===== src/rtl/barret_arb_2957.sv =====
// Round-robin arbiter sharing one combinational Barrett reducer (mod 2957) behind a 2-stage
// valid/ready pipeline. Define BARRET_ARB_CHECK_EN to add a sticky self-check on every S2 load.
module barret_arb_2957 #(
  parameter int NREQ  = 4,
  parameter int TAG_W = 2
) (
  input  logic                 clk,
  input  logic                 rst_n,
  input  logic [NREQ-1:0]      req_valid,
  input  logic [NREQ*23-1:0]   req_data,
  output logic [NREQ-1:0]      req_ready,
  output logic                 rsp_valid,
  input  logic                 rsp_ready,
  output logic [11:0]          rsp_data,
  output logic [TAG_W-1:0]     rsp_tag,
  output logic                 busy,
  output logic                 err
);

  localparam logic [22:0] MOD = 23'd2957;

  // Handshake rule: a transfer happens on a rising edge exactly when valid and ready are both
  // high in the cycle before it. Each stage advances when empty or when its consumer advances.

  // Barrett reduction with k = 12, mu = floor(2^24 / 2957) = 5673. The quotient estimate
  // undershoots by at most 2, so two conditional subtractions finish the job for x < 2^24.
  function automatic logic [11:0] barret_for_2957(input logic [22:0] x);
    logic [11:0] q1;
    logic [24:0] q2;
    logic [11:0] q3;
    logic [22:0] qm;
    logic [13:0] r;
    q1 = x[22:11];
    q2 = {13'd0, q1} * 25'd5673;
    q3 = 12'(q2 >> 13);
    qm = {11'd0, q3} * 23'd2957;
    r  = 14'(x - qm);
    if (r >= 14'd2957) r = r - 14'd2957;
    if (r >= 14'd2957) r = r - 14'd2957;
    return r[11:0];
  endfunction

  logic             s1_valid_q, s1_valid_d;
  logic [22:0]      s1_op_q,    s1_op_d;
  logic [TAG_W-1:0] s1_tag_q,   s1_tag_d;
  logic             s2_valid_q, s2_valid_d;
  logic [11:0]      s2_data_q,  s2_data_d;
  logic [TAG_W-1:0] s2_tag_q,   s2_tag_d;
  logic [TAG_W-1:0] rr_ptr_q,   rr_ptr_d;

  logic             adv1;
  logic             adv2;
  logic             found;
  logic [TAG_W-1:0] grant;
  logic [TAG_W-1:0] grant_next;
  logic [TAG_W:0]   idx;
  logic [11:0]      red;

  assign adv2 = !s2_valid_q || rsp_ready;
  assign adv1 = !s1_valid_q || adv2;
  assign red  = barret_for_2957(s1_op_q);

  // Round-robin search starting at rr_ptr; idx is one bit wider so the wrap works for any NREQ.
  always_comb begin
    found = 1'b0;
    grant = '0;
    idx   = '0;
    for (int k = 0; k < NREQ; k++) begin
      idx = {1'b0, rr_ptr_q} + (TAG_W+1)'(k);
      if (idx >= (TAG_W+1)'(NREQ)) idx = idx - (TAG_W+1)'(NREQ);
      if (!found && req_valid[idx[TAG_W-1:0]]) begin
        found = 1'b1;
        grant = idx[TAG_W-1:0];
      end
    end
  end

  always_comb begin
    grant_next = grant + TAG_W'(1);
    if (grant == TAG_W'(NREQ - 1)) grant_next = '0;
  end

  // rst_n gating keeps req_ready low while reset is held, even with requests pending.
  always_comb begin
    req_ready = '0;
    if (found && adv1 && rst_n) req_ready[grant] = 1'b1;
  end

  always_comb begin
    s1_valid_d = s1_valid_q;
    s1_op_d    = s1_op_q;
    s1_tag_d   = s1_tag_q;
    s2_valid_d = s2_valid_q;
    s2_data_d  = s2_data_q;
    s2_tag_d   = s2_tag_q;
    rr_ptr_d   = rr_ptr_q;
    if (adv2) begin
      s2_valid_d = s1_valid_q;
      s2_data_d  = red;
      s2_tag_d   = s1_tag_q;
    end
    if (adv1) begin
      s1_valid_d = found;
      if (found) begin
        s1_op_d  = req_data[int'(grant)*23 +: 23];
        s1_tag_d = grant;
        rr_ptr_d = grant_next;
      end
    end
  end

  always_ff @(posedge clk or negedge rst_n) begin
    if (!rst_n) begin
      s1_valid_q <= 1'b0;
      s1_op_q    <= '0;
      s1_tag_q   <= '0;
      s2_valid_q <= 1'b0;
      s2_data_q  <= '0;
      s2_tag_q   <= '0;
      rr_ptr_q   <= '0;
    end else begin
      s1_valid_q <= s1_valid_d;
      s1_op_q    <= s1_op_d;
      s1_tag_q   <= s1_tag_d;
      s2_valid_q <= s2_valid_d;
      s2_data_q  <= s2_data_d;
      s2_tag_q   <= s2_tag_d;
      rr_ptr_q   <= rr_ptr_d;
    end
  end

  assign rsp_valid = s2_valid_q;
  assign rsp_data  = s2_data_q;
  assign rsp_tag   = s2_tag_q;
  assign busy      = s1_valid_q || s2_valid_q;

`ifdef BARRET_ARB_CHECK_EN
  logic        err_q, err_d;
  logic [11:0] ref_rem;

  always_comb begin
    ref_rem = 12'(s1_op_q % MOD);
    err_d   = err_q;
    if (adv2 && s1_valid_q && (red != ref_rem)) err_d = 1'b1;
  end

  always_ff @(posedge clk or negedge rst_n) begin
    if (!rst_n) err_q <= 1'b0;
    else        err_q <= err_d;
  end

  assign err = err_q;
`else
  assign err = 1'b0;
`endif

endmodule


===== config.mk =====
export PLATFORM = sky130hd
export DESIGN_NAME = barret_arb_2957
export DESIGN_NICKNAME = d
export VERILOG_FILES = /design/src/rtl/barret_arb_2957.sv
export SDC_FILE = /design/constraint.sdc
export NUM_CORES = 1
export LEC_CHECK = 0
export ABC_AREA = 1
export CAP_MARGIN = 15
export CORE_ASPECT_RATIO = 0.75
export CORE_MARGIN = 3
export CORE_UTILIZATION = 62
export DETAILED_ROUTE_END_ITERATION = 8
export GPL_ROUTABILITY_DRIVEN = 0
export HOLD_SLACK_MARGIN = 0.05
export PLACE_DENSITY_LB_ADDON = 0.1
export SYNTH_ARGS = -nofsm -noshare
export SYNTH_HDL_FRONTEND = slang
export SYNTH_SLANG_ARGS = --single-unit

===== constraint.sdc =====
create_clock -name clk -period 14.98 [get_ports clk]
set_input_delay 2.996 -clock clk [delete_from_list [all_inputs] [get_ports clk]]
set_output_delay 2.996 -clock clk [all_outputs]
set_load 0.01 [all_outputs]

==> results.txt <==
----------------------------------------------------
[Run status]
  Run status ... completed

[GRT]
  First-pass GRT wire length ... 37.6 mm
  GRT overflow ... 0
  Largest net degree at the start of global routing ... 50
  Vias in the first global route ... ~7800
  Gr usage total ... ~31%
  Number of antenna violations at the first check in global routing ... 0

[Die]
  Std-Cell Rows ... 36
  DIE AREA ... 15200 um2
  Initial Utilization ... 64.4%
  Vertical die dimension ... 107 um
  Floorplan Core Area ... 13200 um2
  Ports ... 120
  DIE WIDTH ... 141 um

[Synth]
  Portion of synthesized cell area occupied by the leading cell type ... 21.8%
  Post-synthesis area per instance ... 7.09 um2
  Sequential cell area fraction in the yosys report ... 12.7%
  Synthesized netlist cell count ... 1198
  Library cells used by synthesis ... 45
  Synth Net Count ... 1505
  Most used DFF post-synth ... sky130_fd_sc_hd__dfrtp_1
  Post-synthesis cell type with the largest combined area ... sky130_fd_sc_hd__ha_1
  Async set-or-reset flop fraction in the synthesized netlist ... 100%
  Post-synth EDFFs ... 0
  Flop and latch count out of synthesis ... 43
  Cell Area, Synth ... 8490 um2
  Leading cell types by total area after synthesis ... sky130_fd_sc_hd__ha_1, sky130_fd_sc_hd__fa_1, sky130_fd_sc_hd__dfrtp_1
  Count of yosys warnings during synthesis ... 0

[Cells and area]
  Leading cell types in the layout, fill and taps excluded ... sky130_fd_sc_hd__nand2_1, sky130_fd_sc_hd__inv_1, sky130_fd_sc_hd__ha_1, sky130_fd_sc_hd__clkdlybuf4s50_1, sky130_fd_sc_hd__nor2_1
  Area added between synthesis and finish ... 17.0%
  Antenna diode count ... 0
  Final design utilization ... between 70% and 80%
  Commonest non-fill, non-tap cell in the layout ... sky130_fd_sc_hd__nand2_1
  Layout cells sized above 1 ... 3.70%
  Nets@finish ... between 1500 and 2000

[Critical path]
  Critical path fanouts, max ... 20
  Crit path buf inv count ... 7
  Top cell family by delay on the critical path ... adder cells
  Signal arrival time at the worst endpoint ... about 11 ns
  Worst Setup End Kind ... register
  Cell with the most instances on the worst path ... sky130_fd_sc_hd__nand2_1
  Crit path required time ... 15.16 ns
  CP max stage delay ... ~0.55 ns
  CP max-delay cell ... sky130_fd_sc_hd__fa_1
  Startpoint kind of the worst setup timing path ... register
  Crit Path Class ... register to register

[Clock tree]
  Clock-pin slew of the registers on the worst-case setup and hold paths ... 0.07 ns
  Root Driver ... sky130_fd_sc_hd__clkbuf_16
  Buffer levels on the longest clock path ... 2
  Clock Sink Count ... 43
  Number of CTS-inserted buffers ... 5
  TritonCTS clock tree ... built
  Post-CTS Hold Buffers ... 0
  Number of H-tree levels ... 2
  Post_cts resized ... 0
  Worst skew pair latency ... ~0.3 ns
  Buffers inserted by post-CTS timing repair ... 0

[Drt]
  Via count of the routed design ... 8097
  Count of unresolved DRC violations after routing ... 0
  Via count normalized by instance count ... about 5.5
  Detail Route Antenna Nets ... 0
  Iteration-0 DRC count of the detailed router ... 705
  Number of iterations in the first detailed-routing pass ... 5
  Final routed wirelength across all metal layers ... between 20 and 25 mm
  Mean routed wirelength per cell ... roughly 16 um

[Timing]
  Tightest slew margin relative to the limit ... 31.8%
  Transition time at the pin with the least slew margin ... 1.02 ns
  Final Hold Violating Endpoints ... 0
  Total Negative Setup Slacks ... 0 ns
  Final setup violating endpoints ... 0
  Final setup skew ... 0.00568 ns
  Max Fclk ... about 95 MHz
  Final Critical Period ... 10.55 ns
  Final Max Slew Viols ... 0
  Final worst-path cycle share ... 70.4%
  Unrepaired setup endpoints after global routing ... false
  Fin worst setup slack ... 4.43 ns

[Job]
  Number of maximum-capacitance violations ... 0

[Hold path]
  Hold Crit Class ... register to register

[Place]
  Worst slack, placed ... 4.55 ns
  Buffers on Ports ... between 100 and 150
  HPWL after detailed placement ... 19.4 mm

----------------------------------------------------
==> synth_stat cells, drive strengths merged (2+ instances only) <==
library cell,n
o211ai,3
clkbuf,19
inv,229
ha,148
dfrtp,43
nand3,65
nand4,23
nand2,271
nor3,6
mux2i,3
a21o,2
xor2,23
xnor2,14
and2,5
fa,60
o21bai,10
a21oi,34
o22ai,14
buf,10
nor2,116
o21ai,79
a31oi,11
or2,2
==> worst register-to-register path: cells and delay by family (launching register included) <==
kind	cells	cell delay, ns
flops	1	0.47
buf+inv	7	0.44
fa+ha+maj	13	5.32
simple gates	19	2.59
compound gates	4	0.70
xor+xnor	3	0.93
==> state kept, by name, indices dropped and copies added (netlist names) <==
signal,cells
rsp_valid,1
s1_op_q,23
rsp_tag,2
s1_valid_q,1
s1_tag_q,2
rr_ptr_q,2
rsp_data,12
==> area by class of cell <==
type | count | area (um2)
multi-input cells | 897 | 6420
flip-flops and latches | 43 | 1080
inverters | 229 | 860
clock inverters | 3 | 47.5
well taps | 171 | 214
fillers | 1026 | 3260
repair buffers | 121 | 1200
clock buffers | 5 | 125
==> logic make-up after synthesis <==
kind of cell    share of synthesized area, %
fa+ha+maj                               35.9
compound gates                          10.5
buf+inv                                 11.8
flops                                   12.7
simple gates                            24.8
mux                                    0.354
other cells                           0.0441
xor+xnor                                3.90
==> stage by stage <==
step	area (um2)	hold WS (ns)	std cells
after floorplan	8490	0.443	1198
after global placement	9770	0.456	1461
after detailed placement	9770	0.463	1461
after CTS	9940	0.477	1469
after global routing	9940	0.517	1469
final	9940	0.474	1469
==> path summary, 6_finish.rpt <==
| path | end | from | cells past startpoint | slack [ns] |
|---|---|---|---|---|
| worst min register to register | rsp_valid$_DFFE_PN0P_ | s1_valid_q$_DFFE_PN0N_ | 2 | 0.47 |
| worst max register to register | rsp_data[2]$_DFFE_PN0P_ | s1_op_q[15]$_DFFE_PN0P_ | 46 | 4.43 |
| max in group asynchronous | s1_op_q[19]$_DFFE_PN0P_ | rst_n | 1 | 11.49 |
| worst max-delay path | rsp_data[2]$_DFFE_PN0P_ | s1_op_q[15]$_DFFE_PN0P_ | 46 | 4.43 |
| worst min-delay path | rsp_valid$_DFFE_PN0P_ | s1_valid_q$_DFFE_PN0N_ | 2 | 0.47 |
| min in group asynchronous | rsp_valid$_DFFE_PN0P_ | rst_n | 1 | 2.88 |
==> per-layer routing <==
layer / global-route usage (%) / part of all wire [%] / vias up
met3: 6.31 / 8.7 / 33
li1: - / - / 4017
met5: 0 / 0 / -
met4: 5.74 / 1.2 / 0
met1: 45.7 / 48 / 3740
met2: 47.0 / 43 / 307
Power is left out: the tool's default activity adds up to more than one toggle a clock period on the data nets, which glitch-free logic cannot reach.
